==> config.mk <==
export PLATFORM = sky130hd
export DESIGN_NAME = memorydata_param
export DESIGN_NICKNAME = d
export VERILOG_FILES = /design/src/rtl/memorydata_param.sv
export SDC_FILE = /design/constraint.sdc
export NUM_CORES = 2
export LEC_CHECK = 0
export BUFFER_PORTS_ARGS = -buffer_cell sky130_fd_sc_hd__buf_2
export CELL_PAD_IN_SITES_DETAIL_PLACEMENT = 0
export CELL_PAD_IN_SITES_GLOBAL_PLACEMENT = 1
export CORE_MARGIN = 2
export CORE_UTILIZATION = 30
export DETAILED_ROUTE_END_ITERATION = 7
export PLACE_DENSITY = 0.56
export SYNTH_ARGS = -nofsm -noshare
export SYNTH_HDL_FRONTEND = slang
export SYNTH_SLANG_ARGS = --single-unit
==> constraint.sdc <==
create_clock -name clock -period 5.6 [get_ports clock]
set_input_delay 0.28 -clock clock [delete_from_list [all_inputs] [get_ports clock]]
set_output_delay 0.28 -clock clock [all_outputs]
set_load 0.01 [all_outputs]
==> src/rtl/memorydata_param.sv <==
// Parametrised data memory: hardware clear sweep after reset, registered read port
// with valid strobe, busy flag and out-of-range detection. MEMDATA_PIPE_EN adds an output stage.
module memorydata_param #(
    parameter int                DATA_W   = 8,
    parameter int                ADDR_W   = 8,
    parameter int                DEPTH    = 256,
    parameter logic [DATA_W-1:0] INIT_VAL = '0
) (
    input  logic              clock,
    input  logic              reset,
    input  logic              Rm,
    input  logic              Wm,
    input  logic [ADDR_W-1:0] address,
    input  logic [DATA_W-1:0] RegVal,
    output logic [DATA_W-1:0] Data_out,
    output logic              rd_valid,
    output logic              busy,
    output logic              err
);

    localparam int              IDX_W   = (DEPTH > 1) ? $clog2(DEPTH) : 1;
    localparam logic [ADDR_W:0] DEPTH_C = (ADDR_W+1)'(DEPTH);
    localparam logic [ADDR_W:0] LAST_C  = (ADDR_W+1)'(DEPTH - 1);

    localparam logic STATE_CLEAR = 1'b0;
    localparam logic STATE_READY = 1'b1;

    logic [DATA_W-1:0] mem [DEPTH];

    logic              state_q, state_d;
    logic [ADDR_W:0]   clr_ptr_q, clr_ptr_d;
    logic [DATA_W-1:0] dout_q, dout_d;
    logic              vld_q, vld_d;
    logic              err_q, err_d;

    logic              in_range;
    logic [IDX_W-1:0]  rd_idx;
    logic              mem_we;
    logic [IDX_W-1:0]  mem_widx;
    logic [DATA_W-1:0] mem_wdata;

    // Full-width unsigned compare; always true when DEPTH covers the whole address space.
    assign in_range = ({1'b0, address} < DEPTH_C);
    assign rd_idx   = address[IDX_W-1:0];

    always_comb begin
        state_d   = state_q;
        clr_ptr_d = clr_ptr_q;
        dout_d    = dout_q;
        vld_d     = 1'b0;
        err_d     = 1'b0;
        mem_we    = 1'b0;
        mem_widx  = rd_idx;
        mem_wdata = RegVal;
        case (state_q)
            STATE_CLEAR: begin
                mem_we    = 1'b1;
                mem_widx  = clr_ptr_q[IDX_W-1:0];
                mem_wdata = INIT_VAL;
                clr_ptr_d = clr_ptr_q + 1'b1;
                if (clr_ptr_q == LAST_C)
                    state_d = STATE_READY;
            end
            default: begin
                if (Rm) begin
                    // Read wins over a simultaneous write.
                    vld_d  = 1'b1;
                    err_d  = ~in_range;
                    dout_d = in_range ? mem[rd_idx] : '0;
                end else if (Wm) begin
                    err_d  = ~in_range;
                    mem_we = in_range;
                end
            end
        endcase
    end

    always_ff @(posedge clock) begin
        if (reset) begin
            state_q   <= STATE_CLEAR;
            clr_ptr_q <= '0;
            dout_q    <= '0;
            vld_q     <= 1'b0;
            err_q     <= 1'b0;
        end else begin
            state_q   <= state_d;
            clr_ptr_q <= clr_ptr_d;
            dout_q    <= dout_d;
            vld_q     <= vld_d;
            err_q     <= err_d;
        end
    end

    // Storage has no reset; only the clear sweep initialises it.
    always_ff @(posedge clock) begin
        if (mem_we && !reset)
            mem[mem_widx] <= mem_wdata;
    end

`ifdef MEMDATA_PIPE_EN
    logic [DATA_W-1:0] dout2_q;
    logic              vld2_q;

    always_ff @(posedge clock) begin
        if (reset) begin
            dout2_q <= '0;
            vld2_q  <= 1'b0;
        end else begin
            dout2_q <= dout_q;
            vld2_q  <= vld_q;
        end
    end

    assign Data_out = dout2_q;
    assign rd_valid = vld2_q;
`else
    assign Data_out = dout_q;
    assign rd_valid = vld_q;
`endif

    assign err  = err_q;
    assign busy = (state_q == STATE_CLEAR);

endmodule

=== Word level (Yosys, flattened, before mapping) ===
Memory sizes are Yosys's and may differ from the RTL's. A register that Yosys moved wholly into a read port is not among the register bits.
Index checks and enable logic that the tools add are counted.

* Output and inout bits: 11
* Memories: 1
* Flip-flop bits (word level): 11
* Bits in writable memories: 2048
* Bits of input ports: 20

* Bitwise logic cells: 1
* Equal/unequal tests: 1
* Muxes and demuxes: 10
* Add/subtract/negate cells: 1
* Reduce and logical (&&, ||, !) cells: 4

{| class="wikitable"
|+ Memory list
! memory !! words !! bits a word !! rd ports !! clocked after Yosys merged registers in !! write ports !! line !! RTL
|-
| mem || 256 || 8 || 1 || 1 || 1 || 28 || <nowiki>logic [DATA_W-1:0] mem [DEPTH];</nowiki>
|}

{| class="wikitable"
|+ Operator list
! cell !! count
|-
| 8-bit two-way mux || 2
|-
| 9-bit by 1-bit adder with 9-bit output, second input constant || 1
|-
| 9-bit by 8-bit == test with 1-bit output, second input constant || 1
|-
| 1-bit two-way mux || 8
|-
| 2-bit AND reduction || 1
|-
| 2-bit OR reduction || 1
|-
| 1-bit logical AND || 1
|-
| 1-bit zero test || 1
|-
| 1-bit NOT || 1
|}

=== Logic depth before layout (Yosys ltp) ===
* Depth after elaboration: 6
* Depth in mapped cells: 11

=== Worst setup path after synthesis ===
OpenSTA, ideal clock, no wires.

* Kind: register to register
* Start point: register state_q
* End point: memory mem[0][0] (data pin)
* Period minus slack after synthesis: 5145 ps
* Cell stages (with the launch flop): 5
* Buffers on the path: 3
* Arrival: 4278 ps
* Data required time: 4733 ps
* Library setup time: 867 ps
* Setup slack: 455 ps
* Path through: dfxtp_1 buf_2 buf_1 clkbuf_1 and2_1

* Longest elaborated chain between the ends: 1

{| class="wikitable"
|+ RTL lines
! what !! line !! RTL
|-
| from (decl) || 30 || <nowiki>logic state_q, state_d;</nowiki>
|-
| from (signal assigned) || 86 || <nowiki>state_q <= state_d;</nowiki>
|-
| 8-bit two-way mux || 55 || <nowiki>case (state_q)</nowiki>
|-
| named net mem_wdata[0] || 40 || <nowiki>logic [DATA_W-1:0] mem_wdata;</nowiki>
|-
| to (decl) || 28 ||
|}

The timed path passes the listed nets, and every way through them passes these cells.

=== Final worst setup path ===
* Start point: register state_q
* End point: memory mem[203][3] (enable)

* Longest elaborated chain between the ends: 4
* Elaborated cells between the ends (all ways): 5
* Classes of those cells: 4 x mux; 1 x reduce/logical

{| class="wikitable"
|+ RTL lines
! what !! line !! RTL
|-
| 1-bit two-way mux || 55 ||
|-
| 1-bit logical AND || 96 || <nowiki>if (mem_we && !reset)</nowiki>
|-
| 1-bit two-way mux || 96 ||
|-
| 1-bit two-way mux (not written as such) || 97 || <nowiki>mem[mem_widx] <= mem_wdata;</nowiki>
|}

Several ways; a longest one is shown, not always the timed one.

==> flow_summary_export.csv <==
group,metric,value,unit
cells_and_area,fin_cells,7954,
sta,fin_worst_skew,0.0246,ns
cts,path_clk_slew,0.06,ns
critical_path,cp-end-kind,"flop",
cells_and_area,layout_common_cells,"edfxtp_1 (2048), mux2i_1 (425), nor2_1 (285)",
drt,drc_errors,0,
sta,period_needed,4.32,ns
global_route,grt_remaining_overflow,0,
global_route,grt_pass1_vias,40984,
status,outcome,"complete, no violations",
sta,whs,0.0697,ns
drt,vias,40406,
yosys,synth-xor-area-share,0.000751,
cells_and_area,final_cell_area,0.0922,mm2
critical_path,crit_fanout,37,
die,core_area,0.271,mm2
critical_path,reg2reg_from,"state_q",
cells_and_area,syn2layout_area_growth,13.0,%
cells_and_area,layout_commonest_cell,"edfxtp_1",
drt,drt_iter0_markers,3853,
cts,cts_sinks,2067,
critical_path,cp.required,6.06,ns
cts,cts_tree,"yes",
yosys,ys_async_sr_fraction,0,
die,rows,191,
sta,maxSlewViolCount,0,
placed_design,gp_congestion,0.835,
yosys,ys_seq_area_frac,0.758,
cts,htree_levels,4,
drt,drtAntennaViolNets,0,
critical_path,crit_path_start,"state_q",
critical_path,crit_type,"reg -> reg",
yosys,synth_cell_types,78,
critical_path,startpoint_type,"flop",
sta,fmax,0.232,GHz
placed_design,dp_hpwl,140000,um
cells_and_area,layout.nets,4239,
cts,clk_path_buf_depth,3,
yosys,synth_mux_area_frac,0.145,
yosys,yosys.area_share.simple,0.0260,
sta,setup_viol,0,
die,die_w,526,um
critical_path,arrival,4.77,ns
yosys,synth_fp_nets,4119,
yosys,netlist_area,0.0816,mm2
yosys,synth_compound_area_frac,0.0451,
cts,cts-root-buf,"clkbuf_16",
cts,clk_latency,0.85,ns
power_and_ir_drop,p_leak,30.6,nW
cells_and_area,drive_above_1_share,0.170,
die,die_area,0.276,mm2
sta,period_share,0.771,
yosys,ys.flop_type,"edfxtp_1",
power_and_ir_drop,vdd_ir_drop_max,346,uV
drt,wl_per_cell,28.3,um
critical_path,critPathMaxStageDelay,0.96,ns
yosys,synth.ff_latch_count,2067,
critical_path,crit_path_cell_trace,"inv_1 > o31ai_1 > nand3_1 > nor2_1",
yosys,syn_area_per_cell,19.9,um2
yosys,synth_adder_area_share,0.000307,
cts,cts_resized,0,
run,maxCapViolCount,0,
critical_path,critPathSlowestCell,"nor2_1",
sta,fin_tns_setup,0,ns
worst_hold_path,hold_path_class,"in -> reg",
critical_path,path_delay_family,"simple AND/OR/NAND/NOR gates",
die,dieHeight,526,um
cells_and_area,fillers,25392,
drt,routed_wl,225000,um
yosys,synth_top_family_by_area,"multiplexers",
sta,relSlewSlack,0.186,
global_route,grt_pass1_wl,318000,um
placed_design,port_buffers,29,
placed_design,place_area,0.0856,mm2
yosys,syn_inst,4097,
sta,rsz0062_at_grt,"no",
placed_design,dp.cells,7570,
drt,via_per_inst,5.08,
power_and_ir_drop,power_density,342,mW/mm2
yosys,yosysWarningCount,0,
drt,drt-pass1-iter-count,6,
critical_path,worst-path-buf-inv,1,
cts,cts_buffers,214,
cts,post_cts_buffers,0,
global_route,grt_max_degree,174,
global_route,grt_usage,0.160,
worst_hold_path,worstHoldStart,"RegVal[2]",
yosys,synth_edf_count,2048,
die,ios,31,
sta,final_hold_viol_count,0,
sta,worst_pin_slew,1.19,ns
global_route,antenna_found_initial,9,
die,initial_core_util,0.301,
## registers in the layout, summed over array words and instances (netlist names)
signal     flops
rd_valid       1
mem         2048
state_q        1
clr_ptr_q      9
Data_out       8
## final timing paths
| path | endpoint | slack, ns | cells after the start |
|---|---|---|---|
| worst max register to register | mem[203][3] | 1.28 | 4 |
| worst max-delay path | mem[203][3] | 1.28 | 4 |
| worst min-delay path | mem[19][2] | 0.07 | 2 |
| worst min register to register | clr_ptr_q[8] | 0.49 | 2 |
## cell families (layout without fill, tap and decap cells)
family,count (synthesis),after routing
AO/OA/AOI/OAI,501,501
multiplexers,766,766
flip-flops,2067,2067
other,1,6
adder cells (fa/ha/maj),2,2
AND/OR/NAND/NOR,492,492
buffers and inverters,261,543
XOR/XNOR,7,7
## synthesized netlist by cell type, drive strengths merged (47+ instances only)
| cell | number | area, um2 |
|---|---|---|
| o221ai | 66 | 584 |
| nand2 | 84 | 320 |
| nor2 | 287 | 1080 |
| a211oi | 57 | 428 |
| a221oi | 50 | 438 |
| edfxtp | 2048 | 61500 |
| mux4 | 312 | 7280 |
| buf | 167 | 1610 |
| mux2i | 425 | 4250 |
| clkbuf | 85 | 323 |
| o21ai | 60 | 300 |
| a21oi | 47 | 235 |
| o22ai | 132 | 826 |
## metal layers
layer,part of all wire,GRT usage,routed length [um],vias up
met1,0.45,0.224,100000,21657
met3,0.054,0.0265,12100,267
met4,0.029,0.0505,6580,4
met5,0.00012,0,26,-
met2,0.47,0.254,106000,1195
li1,-,-,-,17283
## timing repair
| item | 4_1_cts | 5_1_grt |
|---|---|---|
| endpoints found under the hold margin | 10 | 0 |
| setup endpoints to repair | 0 | 0 |
| hold buffers | 1 | 0 |
## cell type report
cell class / count / area [um2] / area share
antenna: 5 / 12.5 / 0.000136
clock buffer: 268 / 5580 / 0.0605
clock inverter: 110 / 952 / 0.0103
inverter: 9 / 38.8 / 0.000421
multi-input combinational: 1769 / 17800 / 0.193
sequential: 2067 / 61900 / 0.671
tap: 3570 / 4470 / 0.0485
timing repair buffer: 156 / 1440 / 0.0157
## through the flow
stage | utilization | worst slack [ns] | power (mW)
finish | 0.340 | 1.28 | 31.5
global route | 0.340 | 1.14 | 32.4
CTS | 0.340 | 1.41 | 31.8
detailed placement | 0.316 | 1.42 | 18.3
global placement | 0.316 | 1.41 | 18.3
floorplan | - | 0.455 | 17.9
## power by group
part | total [mW] | internal (mW) | leakage (nW) | switching, mW
clock | 13.5 | 7.69 | 3.18 | 5.85
sequential | 16.8 | 16.8 | 20.3 | 0.00614
combinational | 1.20 | 0.439 | 7.11 | 0.763
total | 31.5 | 24.9 | 30.6 | 6.62
(Power assumes the default switching activity.)
